**src/rtl/enc_pkg.sv**
```systemverilog
// Shared types and helpers for the multi-hot sequential encoder.
// The ENC_LAST_EN build macro adds the out_last port to multi_hot_encoder_seq.
package enc_pkg;

  typedef enum logic {ENC_IDLE, ENC_SCAN} enc_state_t;

  // Reference-model helper: index of the highest set bit, -1 when v is zero.
  function automatic int msb_index(input logic [63:0] v);
    msb_index = -1;
    for (int i = 0; i < 64; i++) begin
      if (v[i]) msb_index = i;
    end
  endfunction

endpackage

```
**src/rtl/multi_hot_encoder_seq_prio_index.sv**
```systemverilog
// Combinational highest-set-bit finder: idx is the MSB position of vec,
// any flags a non-zero vector (idx reads 0 when vec is zero).
module prio_index #(
  parameter  int N = 8,
  localparam int W = $clog2(N)
) (
  input  logic [N-1:0] vec,
  output logic [W-1:0] idx,
  output logic         any
);

  always_comb begin
    // NOTE: every output gets a default first so always_comb cannot infer a latch.
    idx = '0;
    any = |vec;
    // Ascending scan lets the highest set bit overwrite the lower ones.
    for (int i = 0; i < N; i++) begin
      if (vec[i]) idx = W'(i);
    end
  end

endmodule

```
**src/rtl/multi_hot_encoder_seq.sv**
```systemverilog
// Serialises an N-bit multi-hot vector into bit indices, highest first, with
// valid/ready on both sides. Define ENC_LAST_EN to add the out_last port.
module multi_hot_encoder_seq
  import enc_pkg::*;
#(
  parameter  int N = 8,
  localparam int W = $clog2(N)
) (
  input  logic         clk,
  input  logic         rst,
  input  logic         in_valid,
  output logic         in_ready,
  input  logic [N-1:0] in_vec,
  output logic         out_valid,
  input  logic         out_ready,
  output logic [W-1:0] out_idx
`ifdef ENC_LAST_EN
  ,
  output logic         out_last
`endif
);

  enc_state_t   state;
  logic [N-1:0] pend;
  logic         pend_any;
  logic         last;
  logic         fire;

  prio_index #(.N(N)) u_prio_index (
    .vec (pend),
    .idx (out_idx),
    .any (pend_any)
  );

  // Exactly one bit left: clearing the lowest set bit leaves nothing behind.
  assign last      = pend_any && ((pend & (pend - 1'b1)) == '0);
  assign out_valid = (state == ENC_SCAN);
  assign fire      = out_valid && out_ready;
  assign in_ready  = (state == ENC_IDLE) || (fire && last);

`ifdef ENC_LAST_EN
  assign out_last = out_valid && last;
`endif

  always_ff @(posedge clk or posedge rst) begin
    if (rst) begin
      state <= ENC_IDLE;
      pend  <= '0;
    end else begin
      // NOTE: non-blocking assignments so state and pend update together at the edge.
      case (state)
        ENC_IDLE: begin
          // A zero vector is accepted and dropped; nothing to emit.
          if (in_valid && (in_vec != '0)) begin
            pend  <= in_vec;
            state <= ENC_SCAN;
          end
        end
        ENC_SCAN: begin
          if (fire) begin
            if (last) begin
              // Final handshake doubles as an input slot for zero-bubble reload.
              if (in_valid && (in_vec != '0)) begin
                pend <= in_vec;
              end else begin
                pend  <= '0;
                state <= ENC_IDLE;
              end
            end else begin
              pend <= pend & ~(N'(1) << out_idx);
            end
          end
        end
        default: begin
          state <= ENC_IDLE;
          pend  <= '0;
        end
      endcase
    end
  end

endmodule
```
**config.mk**
```make
export PLATFORM = sky130hd
export DESIGN_NAME = multi_hot_encoder_seq
export DESIGN_NICKNAME = d
export VERILOG_FILES = /design/src/rtl/enc_pkg.sv /design/src/rtl/multi_hot_encoder_seq_prio_index.sv /design/src/rtl/multi_hot_encoder_seq.sv
export SDC_FILE = /design/constraint.sdc
export NUM_CORES = 1
export LEC_CHECK = 0
export ABC_CLOCK_PERIOD_IN_PS = 1750
export CORE_MARGIN = 2
export CORE_UTILIZATION = 40
export DETAILED_ROUTE_END_ITERATION = 10
export PLACE_DENSITY = 0.77
export SYNTH_ARGS = -nofsm -noshare
export SYNTH_HDL_FRONTEND = slang
export SYNTH_SLANG_ARGS = --single-unit
```
**constraint.sdc**
```tcl
create_clock -name clk -period 1.75 [get_ports clk]
set_input_delay 0.35 -clock clk [delete_from_list [all_inputs] [get_ports clk]]
set_output_delay 0.35 -clock clk [all_outputs]
set_load 0.01 [all_outputs]
```
After elaboration in Yosys (flattened, before gate mapping)
Cells that the tools add are included.
{"block": "totals", "reg_bits": 9, "inputBits": 12, "output_inout_bits": 5, "elab_cells": 35}
{"block": "op_classes", "add_sub_neg": 1, "n_eq_ne": 2, "shifts": 1, "n_mux": 16, "n_bitwise": 4, "n_reduce_logical": 9}
{"cell": "2-to-1 mux 8 bit", "count": 4}
{"cell": "bitwise AND 8 bit", "count": 2}
{"cell": "one-hot mux 8 bit (2 select lines)", "count": 1}
{"cell": "2-to-1 mux 3 bit", "count": 4}
{"cell": "zero test 8 bit", "count": 1}
{"cell": "NOT 8 bit", "count": 1}
{"cell": "nonzero test 8 bit", "count": 1}
{"cell": "OR reduction 8 bit", "count": 1}
{"cell": "<< shifter 1 x 3 -> 8 bit, first input constant", "count": 1}
{"cell": "subtractor 8 x 1 -> 8 bit, second input constant", "count": 1}
{"cell": "logical AND 1 bit", "count": 4}
{"cell": "2-to-1 mux 1 bit", "count": 4}
{"cell": "2-to-1 mux 2 bit", "count": 2}
{"cell": "inequality test 2 x 1 -> 1 bit, second input constant", "count": 2}
{"cell": "one-hot mux 1 bit (2 select lines)", "count": 1}
{"cell": "AND reduction 2 bit", "count": 1}
{"cell": "logical OR 1 bit", "count": 1}
{"cell": "NOT 1 bit", "count": 1}

Logic depth before layout (Yosys ltp)
{"block": "depth", "word_depth": 13, "ltp_mapped": 7, "depth_no_buf": 6}

Hierarchy
Synthesis repeated with hierarchy kept, for this count alone.
{"block": "hier_totals", "hier_cells": 82, "hier_area_um2": 645.6}
{"module": "multi_hot_encoder_seq", "instances": 1, "cells_each": 70, "area_each_um2": 579.3, "seq_area_each_um2": 225.2}
{"module": "prio_index", "instances": 1, "cells_each": 12, "area_each_um2": 66.3, "seq_area_each_um2": 0.0}

Worst setup path after synthesis
No wires, ideal clock.
{"block": "synth_timing", "kind": "flip-flop to output port", "start": "register pend[5]", "end": "output in_ready", "t_arrival_ps": 1369, "t_required_ps": 1400, "path_slack_ps": 31, "stages_incl_launch_ff": 6, "path_buffers": 1, "cell_sequence": "dfrtp_1 buf_6 xor2_1 o2111a_1 o311ai_2 nand2_1"}
{"block": "synth_between", "elab_chain_len": 6, "word_cells_on_any_way": 7, "classes_between": "add/sub: 1; bitwise: 1; reduce/logical: 5"}
{"element": "start, declared", "line": "multi_hot_encoder_seq.sv:24", "rtl": "logic [N-1:0] pend;"}
{"element": "start signal, assigned", "line": "multi_hot_encoder_seq.sv:55", "rtl": "pend <= in_vec;"}
{"element": "start signal, assigned", "line": "multi_hot_encoder_seq.sv:64", "rtl": "pend <= in_vec;"}
{"element": "start signal, assigned", "line": "multi_hot_encoder_seq.sv:70", "rtl": "pend <= pend & ~(N'(1) << out_idx);"}
{"element": "subtractor 8 x 1 -> 8 bit", "line": "multi_hot_encoder_seq.sv:36", "rtl": "assign last = pend_any && ((pend & (pend - 1'b1)) == '0);"}
{"element": "bitwise AND 8 bit", "line": "multi_hot_encoder_seq.sv:36"}
{"element": "zero test 8 bit", "line": "multi_hot_encoder_seq.sv:36"}
{"element": "logical AND 1 bit (*)", "line": "multi_hot_encoder_seq.sv:36"}
{"element": "logical AND 1 bit (*)", "line": "multi_hot_encoder_seq.sv:39", "rtl": "assign in_ready = (state == ENC_IDLE) || (fire && last);"}
{"element": "logical OR 1 bit (*)", "line": "multi_hot_encoder_seq.sv:39"}
{"element": "end, declared", "line": "multi_hot_encoder_seq.sv:12", "rtl": "output logic in_ready,"}
Every way passes the cells marked *; elsewhere a longest branch is shown, timed or not.

Worst setup path in the final report
{"block": "layout_timing", "start": "register pend[1]", "end": "output in_ready"}
Same word-level chain as after synthesis.

==> metrics.json <==
{
  "timing": {
    "fin_setup_tns_ns": -1.634,
    "finalHoldViolCount": 0,
    "grt_setup_unrepaired": "yes",
    "number_of_failing_setup_endpoints_in_the_final_timing_report": 11,
    "timing.final.max_slew_violations": 0,
    "final_period_util_pct": 119.9,
    "layout_min_cycle_time_ns": 2.099,
    "fmax_ghz": 0.4764,
    "layout_setup_ws_ns": -0.3490,
    "final.setup_skew_ns": 0.0004184,
    "worst_slew_slack_as_a_fraction_of_its_limit_pct": 75.08,
    "worst_slew_pin_slew_ns": 0.3733
  },
  "pwr": {
    "p_comb_share_pct": 72.0,
    "irDropWorstVdd_uv": 1091,
    "swShare_pct": 41.78,
    "powerDensity_mw_per_mm2": 1884,
    "share_clk_of_total_power_pct": 8.4,
    "sequential_fraction_of_design_power_pct": 19.6,
    "fin_total_pwr_uw": 2049,
    "intPower_uw": 1193,
    "p_leak_uw": 0.0004926,
    "power_switching_uw": 855.8
  },
  "clocking": {
    "clk_path_buf_depth": 2,
    "root_buffer": "clkbuf_4",
    "tritoncts.num_buffers": 3,
    "clk_pin_slew_ns": 0.06,
    "cts.sink_count": 9,
    "cts.hold.buffers_added": 0,
    "worst_skew_pair.late_latency_ns": 0.27,
    "clock_tree.htree_level_count": 1,
    "tritoncts": "built"
  },
  "global_route": {
    "wire_length_of_the_first_global_routing_pass_um": 3387,
    "globalRouteOverflowTotal": 0,
    "grt.busiest_layer": "met2",
    "antenna_found_initial": 0,
    "grt_use_met2_pct": 38.21,
    "global_route.usage.total_pct": 24.54,
    "grt_start_max_net_pins": 10,
    "grt_use_met1_pct": 33.86,
    "vias_in_the_first_global_route": 718,
    "groute.layer.met3.usage_pct": 2.917
  },
  "synth": {
    "ys_seq_elements": 9,
    "post_synth_instance_area_um2": 620.6,
    "synthDistinctLibCells": 32,
    "syn-mean-instance-area_um2": 10.01,
    "synth-edff-count": 0,
    "ys_seq_area_share_pct": 36.29,
    "async_reset_ff_share_pct": 100.0,
    "synth_cells": 62,
    "yosys_warnings": 0,
    "yosys_most_used_dff": "dfrtp_1",
    "net_count_of_the_mapped_netlist": 74
  },
  "floorplan": {
    "die_x_um": 43.39,
    "fp.dieArea_mm2": 0.001883,
    "pin_count": 17,
    "placeableCoreArea_mm2": 0.001471,
    "row_count": 14,
    "dieHeight_um": 43.39,
    "floorplan.initialDensity_pct": 42.18
  },
  "route": {
    "remaining_drc_errors": 0,
    "drt-vias-per-instance": 5.858,
    "detailroute.via_count": 744,
    "routed_wirelength_um": 2191,
    "drt.antenna.violating_nets": 0,
    "wl_per_cell_um": 17.25,
    "drt_pass1_iterations": 4,
    "drt_iter0_markers": 27
  },
  "status": {
    "violated_checks": "negative setup slack",
    "status": "complete, but fails checks"
  },
  "layout": {
    "drive_above_1_share_pct": 55.86,
    "insertedDiodeCount": 0,
    "design.final.nets": 124,
    "layout-area-overhead-vs-synth_pct": 75.20
  },
  "place": {
    "placement.io_buffers": 16,
    "hpwlAfterDp_um": 1429,
    "replace_congestion": 0.9271
  },
  "hold_path": {
    "hp-class": "input pin to asynchronous set/reset pin"
  },
  "setup_path": {
    "critical_path_peak_fanout": 4,
    "timing.critical_path.arrival_ns": 1.75,
    "timing.critical_path.to_type": "output port",
    "timing.critical_path.required_ns": 1.40,
    "worstSetupPathType": "register to output port",
    "start_kind": "register"
  },
  "flow_run": {
    "cap_violations": 0
  }
}
-- cell usage in the layout (no fill, tap or decap), types with 2 or more instances in the layout --
cell,synthesis,routed
buf_4,0,28
nor4_4,2,2
o21ai_2,1,2
buf_6,1,2
o21ai_0,4,3
nor4_1,2,2
buf_2,0,4
a32o_1,5,3
dfrtp_1,9,3
dfrtp_2,0,6
nor2_2,0,2
nand2_1,4,4
a22o_1,4,4
a32o_2,0,2
clkbuf_4,0,3
inv_1,5,5
clkdlybuf4s50_1,0,12
-- power by group through the flow --
stage | Clock (uW) | Sequential (uW) | Combinational [uW]
after global routing | 183 | 411 | 1570
after CTS | 170 | 389 | 1330
final | 171 | 401 | 1480
after floorplan | 0 | 391 | 594
after global placement | 0 | 383 | 1160
after detailed placement | 0 | 391 | 1180
-- stage by stage --
stage | util [%] | cells | setup slack [ns] | hold slack, ns | instance area, um^2
2_1_floorplan | - | 62 | 0.03102 | 0.1779 | 620.6
3_3_place_gp | 65.39 | 116 | -0.4329 | 0.6228 | 962.2
3_5_place_dp | 65.39 | 116 | -0.4861 | 0.6460 | 962.2
4_1_cts | 71.51 | 124 | -0.2816 | 0.3703 | 1052
5_1_grt | 73.89 | 127 | -0.4086 | 0.3975 | 1087
6_report | 73.89 | 127 | -0.3490 | 0.3527 | 1087
-- metal layers --
metal,up-vias,routed length [um],share of wire [%]
met4,0,32,1.5
met3,4,67,3.1
met1,376,961,44
met2,20,1129,52
met5,-,0,0
li1,344,-,-
-- cell type report --
type,instances,area [um^2]
multi-input cells,46,412.9
repair buffers,46,372.9
fillers,108,384.1
clock buffers,4,26.28
inverters,6,22.52
well taps,16,20.02
flip-flops and latches,9,232.7
-- critical path, cell delays in order (launching register included) --
cell and delay, ns:
dfrtp_2 0.45, nor4_4 0.28, buf_4 0.16, nor2_4 0.04
o311ai_4 0.29, nand2_1 0.11, buf_2 0.15
-- synth_stat cells (2+ instances only) --
| cell type | number | share of area [%] |
|---|---|---|
| inv_1 | 5 | 3.0 |
| a22o_1 | 4 | 5.6 |
| nand2_1 | 4 | 2.4 |
| dfrtp_1 | 9 | 36 |
| nor2_1 | 4 | 2.4 |
| nor4_4 | 2 | 6.9 |
| a32o_1 | 5 | 8.1 |
| o21ai_0 | 4 | 3.2 |
| nor4_1 | 2 | 2.0 |
-- repair_timing --
item                       CTS  global route
pin swaps                    9            10
setup buffers                4             4
setup endpoints to repair   12            12
resized for setup           29            10
-- worst paths after layout --
path,startpoint,to,slack (ns),depth (start not counted)
max,pend[1],in_ready,-0.35,6
min,rst,pend[5],0.35,2
max reg2reg,pend[6],pend[1],-0.19,6
min reg2reg,pend[0],pend[0],0.62,1
max in group asynchronous,rst,pend[2],1.11,2
min in group clk,pend[0],pend[0],0.62,1
-- cell families (layout without fill, tap and decap cells) --
kind of cell	after synthesis	after routing	share of synthesized area [%]
buf+inv	7	56	5.443
compound gates	22	22	31.25
simple gates	22	22	23.99
flops	9	9	36.29
fa+ha+maj	1	1	1.613
xor+xnor	1	1	1.412
-- registers in the layout (all words and copies together), names as in the netlist --
register   count
out_valid      1
pend           8
(Power assumes the default switching activity.)
